<file path="src/rtl/xs3_bcd_serial_conv.sv">
// xs3_bcd_serial_conv
// Serial excess-3 to BCD word converter. A word of DIGITS excess-3 nibbles
// is accepted, converted one nibble per clock (digit 0 first), and the BCD
// result is presented until the consumer takes it.
//
// Optional feature macro: XS3_ERR_CHECK_EN
//   defined   -> each converted nibble outside 0x3..0xC sets err, and err_idx
//                records the lowest-numbered such digit.
//   undefined -> err and err_idx are tied to 0 and no range check exists.
//
// Handshake (both sides): a beat transfers on a rising clk edge where
// valid=1 and ready=1. The producer holds data stable while valid=1 and
// ready=0; out_bcd/err/err_idx are held stable while out_valid=1 and
// out_ready=0. in_ready depends combinationally on out_ready in DONE so a
// new word can be accepted on the same edge the result is taken.

module xs3_bcd_serial_conv #(
    parameter int  DIGITS = 4,
    localparam int IDX_W  = (DIGITS > 1) ? $clog2(DIGITS) : 1
) (
    input  logic                  clk,
    input  logic                  rst,
    input  logic                  in_valid,
    output logic                  in_ready,
    input  logic [4*DIGITS-1:0]   in_xs3,
    output logic                  out_valid,
    input  logic                  out_ready,
    output logic [4*DIGITS-1:0]   out_bcd,
    output logic                  err,
    output logic [IDX_W-1:0]      err_idx,
    output logic [1:0]            dbg_state
);

    typedef enum logic [1:0] {
        IDLE = 2'd0,
        CONV = 2'd1,
        DONE = 2'd2
    } state_t;

    localparam logic [IDX_W-1:0] LAST_IDX = IDX_W'(DIGITS - 1);

    state_t                state_q, state_d;
    logic [4*DIGITS-1:0]   word_q, word_d;
    logic [4*DIGITS-1:0]   bcd_q, bcd_d;
    logic [IDX_W-1:0]      cnt_q, cnt_d;
    logic                  out_valid_q, out_valid_d;

    logic                  load;
    logic [3:0]            cur_xs3;

    // Accept in IDLE, or in DONE when the result is taken on the same edge.
    assign in_ready  = (state_q == IDLE) || ((state_q == DONE) && out_ready);
    assign load      = in_valid && in_ready;
    assign cur_xs3   = word_q[cnt_q*4 +: 4];

    assign out_valid = out_valid_q;
    assign out_bcd   = bcd_q;
    assign dbg_state = state_q;

    // Next-state and datapath: load on accept, one nibble per CONV cycle.
    always_comb begin
        state_d     = state_q;
        word_d      = word_q;
        bcd_d       = bcd_q;
        cnt_d       = cnt_q;
        out_valid_d = out_valid_q;

        case (state_q)
            IDLE: begin
                if (load) begin
                    word_d  = in_xs3;
                    bcd_d   = '0;
                    cnt_d   = '0;
                    state_d = CONV;
                end
            end
            CONV: begin
                // Modulo-16 subtraction: out-of-range digits still produce a nibble.
                bcd_d[cnt_q*4 +: 4] = cur_xs3 - 4'd3;
                if (cnt_q == LAST_IDX) begin
                    state_d     = DONE;
                    out_valid_d = 1'b1;
                end else begin
                    cnt_d = cnt_q + 1'b1;
                end
            end
            DONE: begin
                if (out_ready) begin
                    out_valid_d = 1'b0;
                    if (load) begin
                        word_d  = in_xs3;
                        bcd_d   = '0;
                        cnt_d   = '0;
                        state_d = CONV;
                    end else begin
                        state_d = IDLE;
                    end
                end
            end
            default: begin
                state_d     = IDLE;
                out_valid_d = 1'b0;
            end
        endcase
    end

    // State and datapath registers; reset discards any pending word.
    always_ff @(posedge clk or posedge rst) begin
        if (rst) begin
            state_q     <= IDLE;
            word_q      <= '0;
            bcd_q       <= '0;
            cnt_q       <= '0;
            out_valid_q <= 1'b0;
        end else begin
            state_q     <= state_d;
            word_q      <= word_d;
            bcd_q       <= bcd_d;
            cnt_q       <= cnt_d;
            out_valid_q <= out_valid_d;
        end
    end

`ifdef XS3_ERR_CHECK_EN
    logic             err_q, err_d;
    logic [IDX_W-1:0] err_idx_q, err_idx_d;
    logic             digit_bad;

    assign digit_bad = (cur_xs3 < 4'h3) || (cur_xs3 > 4'hC);
    assign err       = err_q;
    assign err_idx   = err_idx_q;

    // First invalid digit wins: later bad digits never overwrite err_idx.
    always_comb begin
        err_d     = err_q;
        err_idx_d = err_idx_q;
        if (load) begin
            err_d     = 1'b0;
            err_idx_d = '0;
        end else if ((state_q == CONV) && digit_bad && !err_q) begin
            err_d     = 1'b1;
            err_idx_d = cnt_q;
        end
    end

    // Error flag and index registers.
    always_ff @(posedge clk or posedge rst) begin
        if (rst) begin
            err_q     <= 1'b0;
            err_idx_q <= '0;
        end else begin
            err_q     <= err_d;
            err_idx_q <= err_idx_d;
        end
    end
`else
    assign err     = 1'b0;
    assign err_idx = '0;
`endif

endmodule

</file>
<file path="config.mk">
export PLATFORM = sky130hd
export DESIGN_NAME = xs3_bcd_serial_conv
export DESIGN_NICKNAME = d
export VERILOG_FILES = /design/src/rtl/xs3_bcd_serial_conv.sv
export SDC_FILE = /design/constraint.sdc
export NUM_CORES = 1
export LEC_CHECK = 0
export CAP_MARGIN = 25
export CORE_MARGIN = 4
export CORE_UTILIZATION = 35
export CTS_CLUSTER_DIAMETER = 80
export DETAILED_ROUTE_END_ITERATION = 10
export GPL_ROUTABILITY_DRIVEN = 0
export PLACE_DENSITY = 0.68
export SLEW_MARGIN = 10
export SYNTH_ARGS = -nofsm -noshare
export SYNTH_HDL_FRONTEND = slang
export SYNTH_SLANG_ARGS = --single-unit
</file>
<file path="constraint.sdc">
create_clock -name clk -period 3.45 [get_ports clk]
set_input_delay 0.69 -clock clk [delete_from_list [all_inputs] [get_ports clk]]
set_output_delay 0.69 -clock clk [all_outputs]
set_load 0.01 [all_outputs]
</file>
==> results of run 1 <==
## per-layer routing
metal	share of wire	routed length, um
met5	0	0
met4	0.0074	28
met3	0.074	280
met2	0.47	1790
met1	0.45	1700
## cells by family after synthesis
logic type,count (synthesis),share of synthesized area
DFF,37,0.528
other,1,0.00214
muxes,21,0.162
xor gates and xnor gates,2,0.0143
buffers and inverters,11,0.0350
adders and majority gates,5,0.0357
AOI/OAI and AO/OA,32,0.134
and+or+nand+nor,31,0.0885
## worst max-delay path: cells and delay by family
family	cells	cell delay, ns
buffers and inverters	2	1.16
and+or+nand+nor	2	0.22
## synthesized netlist by cell type, drive strengths merged, types with 2 or more instances
| cell type | instances |
|---|---|
| nor3 | 2 |
| nand2 | 12 |
| o2bb2ai | 3 |
| ha | 5 |
| xnor2 | 2 |
| nand2b | 3 |
| dfrtp | 37 |
| nor2b | 2 |
| buf | 5 |
| clkbuf | 2 |
| o22ai | 4 |
| mux2 | 16 |
| nand3b | 2 |
| o21ai | 5 |
| nor2 | 4 |
| a22o | 8 |
| inv | 4 |
| a21oi | 10 |
| mux4 | 4 |
## stage by stage
stage / utilization / setup WS, ns
3_3_place_gp: 0.460 / 0.763
2_1_floorplan: - / 1.59
4_1_cts: 0.488 / 0.700
5_1_grt: 0.488 / 0.632
3_5_place_dp: 0.460 / 0.706
6_report: 0.488 / 0.691
## power groups by stage
| stage | registers, mW | clock network [mW] | logic (mW) |
|---|---|---|---|
| detailed placement | 0.771 | 0 | 1.05 |
| global placement | 0.757 | 0 | 1.03 |
| finish | 0.760 | 0.443 | 1.05 |
| floorplan | 0.730 | 0 | 0.749 |
| global route | 0.792 | 0.470 | 1.14 |
| CTS | 0.763 | 0.450 | 1.06 |
## sequential cells by signal, summed over array words and instances (netlist names)
name	count
cnt_q	2
dbg_state	2
out_valid	1
word_q	16
out_bcd	16
## path summary, 6_finish.rpt
check / startpoint / end
worst min register to register: out_bcd[3]$_DFFE_PP0P_ / out_bcd[3]$_DFFE_PP0P_
max in group asynchronous: rst / word_q[11]$_DFFE_PP0P_
worst min-delay path: out_bcd[3]$_DFFE_PP0P_ / out_bcd[3]$_DFFE_PP0P_
worst max register to register: cnt_q[0]$_DFFE_PP0P_ / out_bcd[14]$_DFFE_PP0P_
worst max-delay path: out_ready / in_ready
min in group asynchronous: rst / out_bcd[1]$_DFFE_PP0P_
## layout make-up
cell class	count	area (sq um)	share of cell area
Tap cell	67	83.8	0.0359
Multi-Input combinational cell	94	773	0.331
Inverter	4	15.0	0.00642
Clock buffer	5	68.8	0.0294
Timing Repair Buffer	41	405	0.173
Clock inverter	3	65.1	0.0278
Sequential cell	37	926	0.396
==> impl_metrics.toml, run 1 <==
[clock_tree]
clkSinkCount = 37
clk_pin_slew_ns = 0.07
clock_path_buffers = 2
clk_latency_ns = 0.29
cts_max_level = 2
cts_repair_resize_count = 0
cts_inserted_buffers = 5
root_buffer = "clkbuf_8"
tritoncts = "done"
cts_setup_buffers = 0
cts_hold_buf = 0

[place]
placed_cells = 243
dpl_cell_area_sq_mm = 0.00220
dpl.hpwl_um = 2920
numPortBuffers = 39

[setup_path]
cp_slowest_cell = "clkdlybuf4s50_1"
worstPathMaxFanout = 7
critPathKind = "in -> out"
rrSetupSlack_ns = 1.35
cp_data_required_time_ns = 2.76
cpMostUsedCell = "clkdlybuf4s50_1"
cp-end-kind = "primary output"
cp_slowest_stage_delay_ns = 0.62
arrival_ns = 2.07
start_kind = "input port"
crit_path_cell_trace = "clkdlybuf4s50_1 -> nor2b_1 -> nor2_1 -> clkdlybuf4s50_1"
r2r_cells = 4

[final_layout]
area_delta_synth_final_pct = 33.3
drive_gt1_frac = 0.174
diodes = 0
final_common_cell = "clkdlybuf4s50_1"
stdcell_area_sq_mm = 0.00234
layout_common_cells = "clkdlybuf4s50_1 (39), dfrtp_1 (37), mux2_2 (16), nand2_1 (12), a21oi_1 (9)"
fin_nets = 208
fin_cells = 251
n_fill_cell = 439

[power_and_ir_drop]
netSwitchingFraction = 0.359
clkPwrFrac = 0.196
p_leak_nw = 0.976
power.switching_mw = 0.809
power_frac_seq = 0.337
intPower_mw = 1.44
power.total_mw = 2.25
peakVddDrop_mv = 0.424
p_comb_frac = 0.466
pwr_density_cell_mw_per_mm2 = 964

[logic_synthesis]
synth_warnings = 0
yosys.area.top_type_share = 0.528
synth.yosys.seq_area_share = 0.528
syn_area_sq_mm = 0.00175
syn_avg_cell_area_sq_um = 12.5
synth.distinct_cells = 35
synth_enable_flop_cells = 0
ys.flop_type = "dfrtp_1"
yosys-top-cells-area = "dfrtp_1 (53%), mux2_2 (10%), a22o_1 (4.0%)"
synth-seq-cells = 37
synth_cells = 140
async_flop_share = 1.00
synth_top_area_cell = "dfrtp_1"

[worst_hold_path]
holdCritPathClass = "reg -> reg"
min_path_cells = 2

[sta]
period_needed_ns = 2.76
fmax_mhz = 362
slew_violations = 0
rsz0062_at_grt = "false"
hold_violations = 0
fin_crit_sh = 0.800
hold_ws_ns = 0.496
tns_ns = 0
setup_viol = 0
skew_ns = 0.00781

[detailed_routing]
viasPerCell = 4.97
vias = 1248
drt-initial-drc-count = 61
firstDrtPassIters = 4
wl_per_cell_um = 15.1
postRouteAntennaNets = 0
drc = 0
drt-total-wl_um = 3800

[die]
die-area_sq_mm = 0.00620
die_h_um = 78.8
die_x_um = 78.8
fp-row-count = 25
ios = 43
start_util = 0.366
core_sq_mm = 0.00479

[grt]
antenna_found_initial = 0
gr-max-usage-layer = "met2"
grt_pass1_wl_um = 6320
grt_max_degree = 38
grtUsageMet3 = 0.0431
use_met1 = 0.174
grt_usage = 0.133
grtUsageMet2 = 0.206
grt_pass1_vias = 1271
grt_overflow = 0

[run_status]
status = "complete, no violations"

[run]
cap_violations = 0
Note: power is estimated with default switching activity, not from simulation.
==> inputs of run 2 (changes only) <==
==> constraint.sdc (replaced) <==
create_clock -name clk -period 2.8 [get_ports clk]
set_input_delay 0.56 -clock clk [delete_from_list [all_inputs] [get_ports clk]]
set_output_delay 0.56 -clock clk [all_outputs]
set_load 0.01 [all_outputs]
==> run 2 against run 1 <==
  * Sequential share of layout area is 0.56 points higher
  * Combinational power up 23%
  * Non-clock buffer count did not move
  * Die area stayed put
  * Power rose by 17%
  * Routed wire length shrank 0.58%
  * Hold slack improved by 0.0035 ns
  * Worst setup slack lost 0.37 ns
  * Global-route usage fell by 0.37 points
  * Clock skew decreased by 0.0011 ns
  * Final cell count did not move
  * Highest routed layer unchanged
==> impl_metrics.toml, run 2 (synthesized netlist as in run 1, its figures left out) <==
[setup_path]
rrSetupSlack_ns = 0.68
r2r_cells = 4
arrival_ns = 1.92
cp_data_required_time_ns = 2.24
start_kind = "input port"
critPathTopFamily = "buffers and inverters"
cp-end-kind = "primary output"
cp_slowest_cell = "clkdlybuf4s50_1"
timing.rr.end = "out_bcd[14]$_DFFE_PP0P_"
worstPathMaxFanout = 7
crit_path_cell_trace = "clkdlybuf4s50_1 -> nor2b_1 -> nor2_1 -> clkdlybuf4s50_1"
cpMostUsedCell = "clkdlybuf4s50_1"
startpoint = "out_ready"
cp_slowest_stage_delay_ns = 0.60
endpoint = "in_ready"
critPathKind = "in -> out"
reg2reg_from = "cnt_q[0]$_DFFE_PP0P_"
worst-path-stages = 4
path_buf_inv = 2

[detailed_routing]
drt-total-wl_um = 3770
drc = 0
wl_per_cell_um = 15.0
viasPerCell = 5.08
drt-initial-drc-count = 87
firstDrtPassIters = 4
vias = 1276
postRouteAntennaNets = 0

[die]
start_util = 0.366
die_x_um = 78.8
fp-row-count = 25
ios = 43
core_sq_mm = 0.00479
die-area_sq_mm = 0.00620
die_h_um = 78.8

[grt]
antenna_found_initial = 0
grt_overflow = 0
grt_usage = 0.129
grt_pass1_vias = 1318
grt_pass1_wl_um = 6280
grt_max_degree = 38

[clock_tree]
clk_pin_slew_ns = 0.07
cts_hold_buf = 0
root_buffer = "clkbuf_8"
cts_inserted_buffers = 5
tritoncts = "done"
clk_latency_ns = 0.29
cts_max_level = 2
clock_path_buffers = 2
clkSinkCount = 37
cts_setup_buffers = 0
cts_repair_resize_count = 0

[place]
place_ws_ns = 0.319
placed_cells = 243
numPortBuffers = 39
dpl.hpwl_um = 2930
dpl_cell_area_sq_mm = 0.00220

[sta]
tns_ns = 0
setup_ws_ns = 0.323
rsz0062_at_grt = "false"
slew_violations = 0
hold_ws_ns = 0.499
fin_crit_sh = 0.885
skew_ns = 0.00676
hold_violations = 0
fmax_mhz = 404
setup_viol = 0
period_needed_ns = 2.48

[final_layout]
fin_cells = 251
layout_common_cells = "clkdlybuf4s50_1 (39), dfrtp_1 (37), mux2_2 (16), nand2_1 (12), a21oi_1 (9)"
area_delta_synth_final_pct = 31.5
drive_gt1_frac = 0.174
fin_nets = 208
stdcell_area_sq_mm = 0.00230
utilization = 0.482
diodes = 0
final_common_cell = "clkdlybuf4s50_1"

[worst_hold_path]
holdCritPathClass = "reg -> reg"

[power_and_ir_drop]
peakVddDrop_mv = 0.555
pwr_density_cell_mw_per_mm2 = 1140
p_leak_nw = 0.962
power.total_mw = 2.63

[run_status]
status = "complete, no violations"

[run]
cap_violations = 0
==> run 2: cell types whose count changed in the layout (fill, tap and decap cells not counted), sizes merged <==
cell / delta
bufinv: -2
clkbuf: +2
==> run 2: final cells by class <==
cell class,count,area (sq um)
tap,67,83.8
inverter,4,15.0
multi-input combinational,94,773
clock inverter,1,5.00
fill,453,2480
sequential,37,926
clock buffer,7,96.3
timing repair buffer,41,405
==> run 2: worst min-delay path by stage <==
stage | to | start | slack (ns) | depth (start not counted)
5_1_grt | out_bcd[8]$_DFFE_PP0P_ | out_bcd[8]$_DFFE_PP0P_ | 0.51 | 1
3_3_place_gp | out_bcd[12]$_DFFE_PP0P_ | out_bcd[12]$_DFFE_PP0P_ | 0.48 | 1
4_1_cts | out_bcd[12]$_DFFE_PP0P_ | out_bcd[12]$_DFFE_PP0P_ | 0.50 | 1
2_1_floorplan | word_q[7]$_DFFE_PP0P_ | word_q[7]$_DFFE_PP0P_ | 0.47 | 1
3_5_place_dp | out_bcd[12]$_DFFE_PP0P_ | out_bcd[12]$_DFFE_PP0P_ | 0.48 | 1
6_report | out_bcd[12]$_DFFE_PP0P_ | out_bcd[12]$_DFFE_PP0P_ | 0.50 | 1
==> run 2: where the power goes <==
group	leakage, nW	internal (mW)	switching, mW
combinational	0.439	0.673	0.618
clock	0.0542	0.222	0.183
sequential	0.469	0.752	0.186
==> run 2: metal layers <==
metal / share of wire / track usage
met1: 0.43 / 0.162
met2: 0.47 / 0.207
met3: 0.081 / 0.0397
met4: 0.014 / 0.0507
met5: 0 / 0
==> inputs of run 3 (changes only) <==
--- a/config.mk
+++ b/config.mk
@@ -5,7 +5,6 @@
 export SDC_FILE = /design/constraint.sdc
 export NUM_CORES = 1
 export LEC_CHECK = 0
-export CAP_MARGIN = 25
 export CORE_MARGIN = 4
 export CORE_UTILIZATION = 35
 export CTS_CLUSTER_DIAMETER = 80
==> results of run 3 <==
No change in the layout: final DEF, timing and power equal those of run 2.
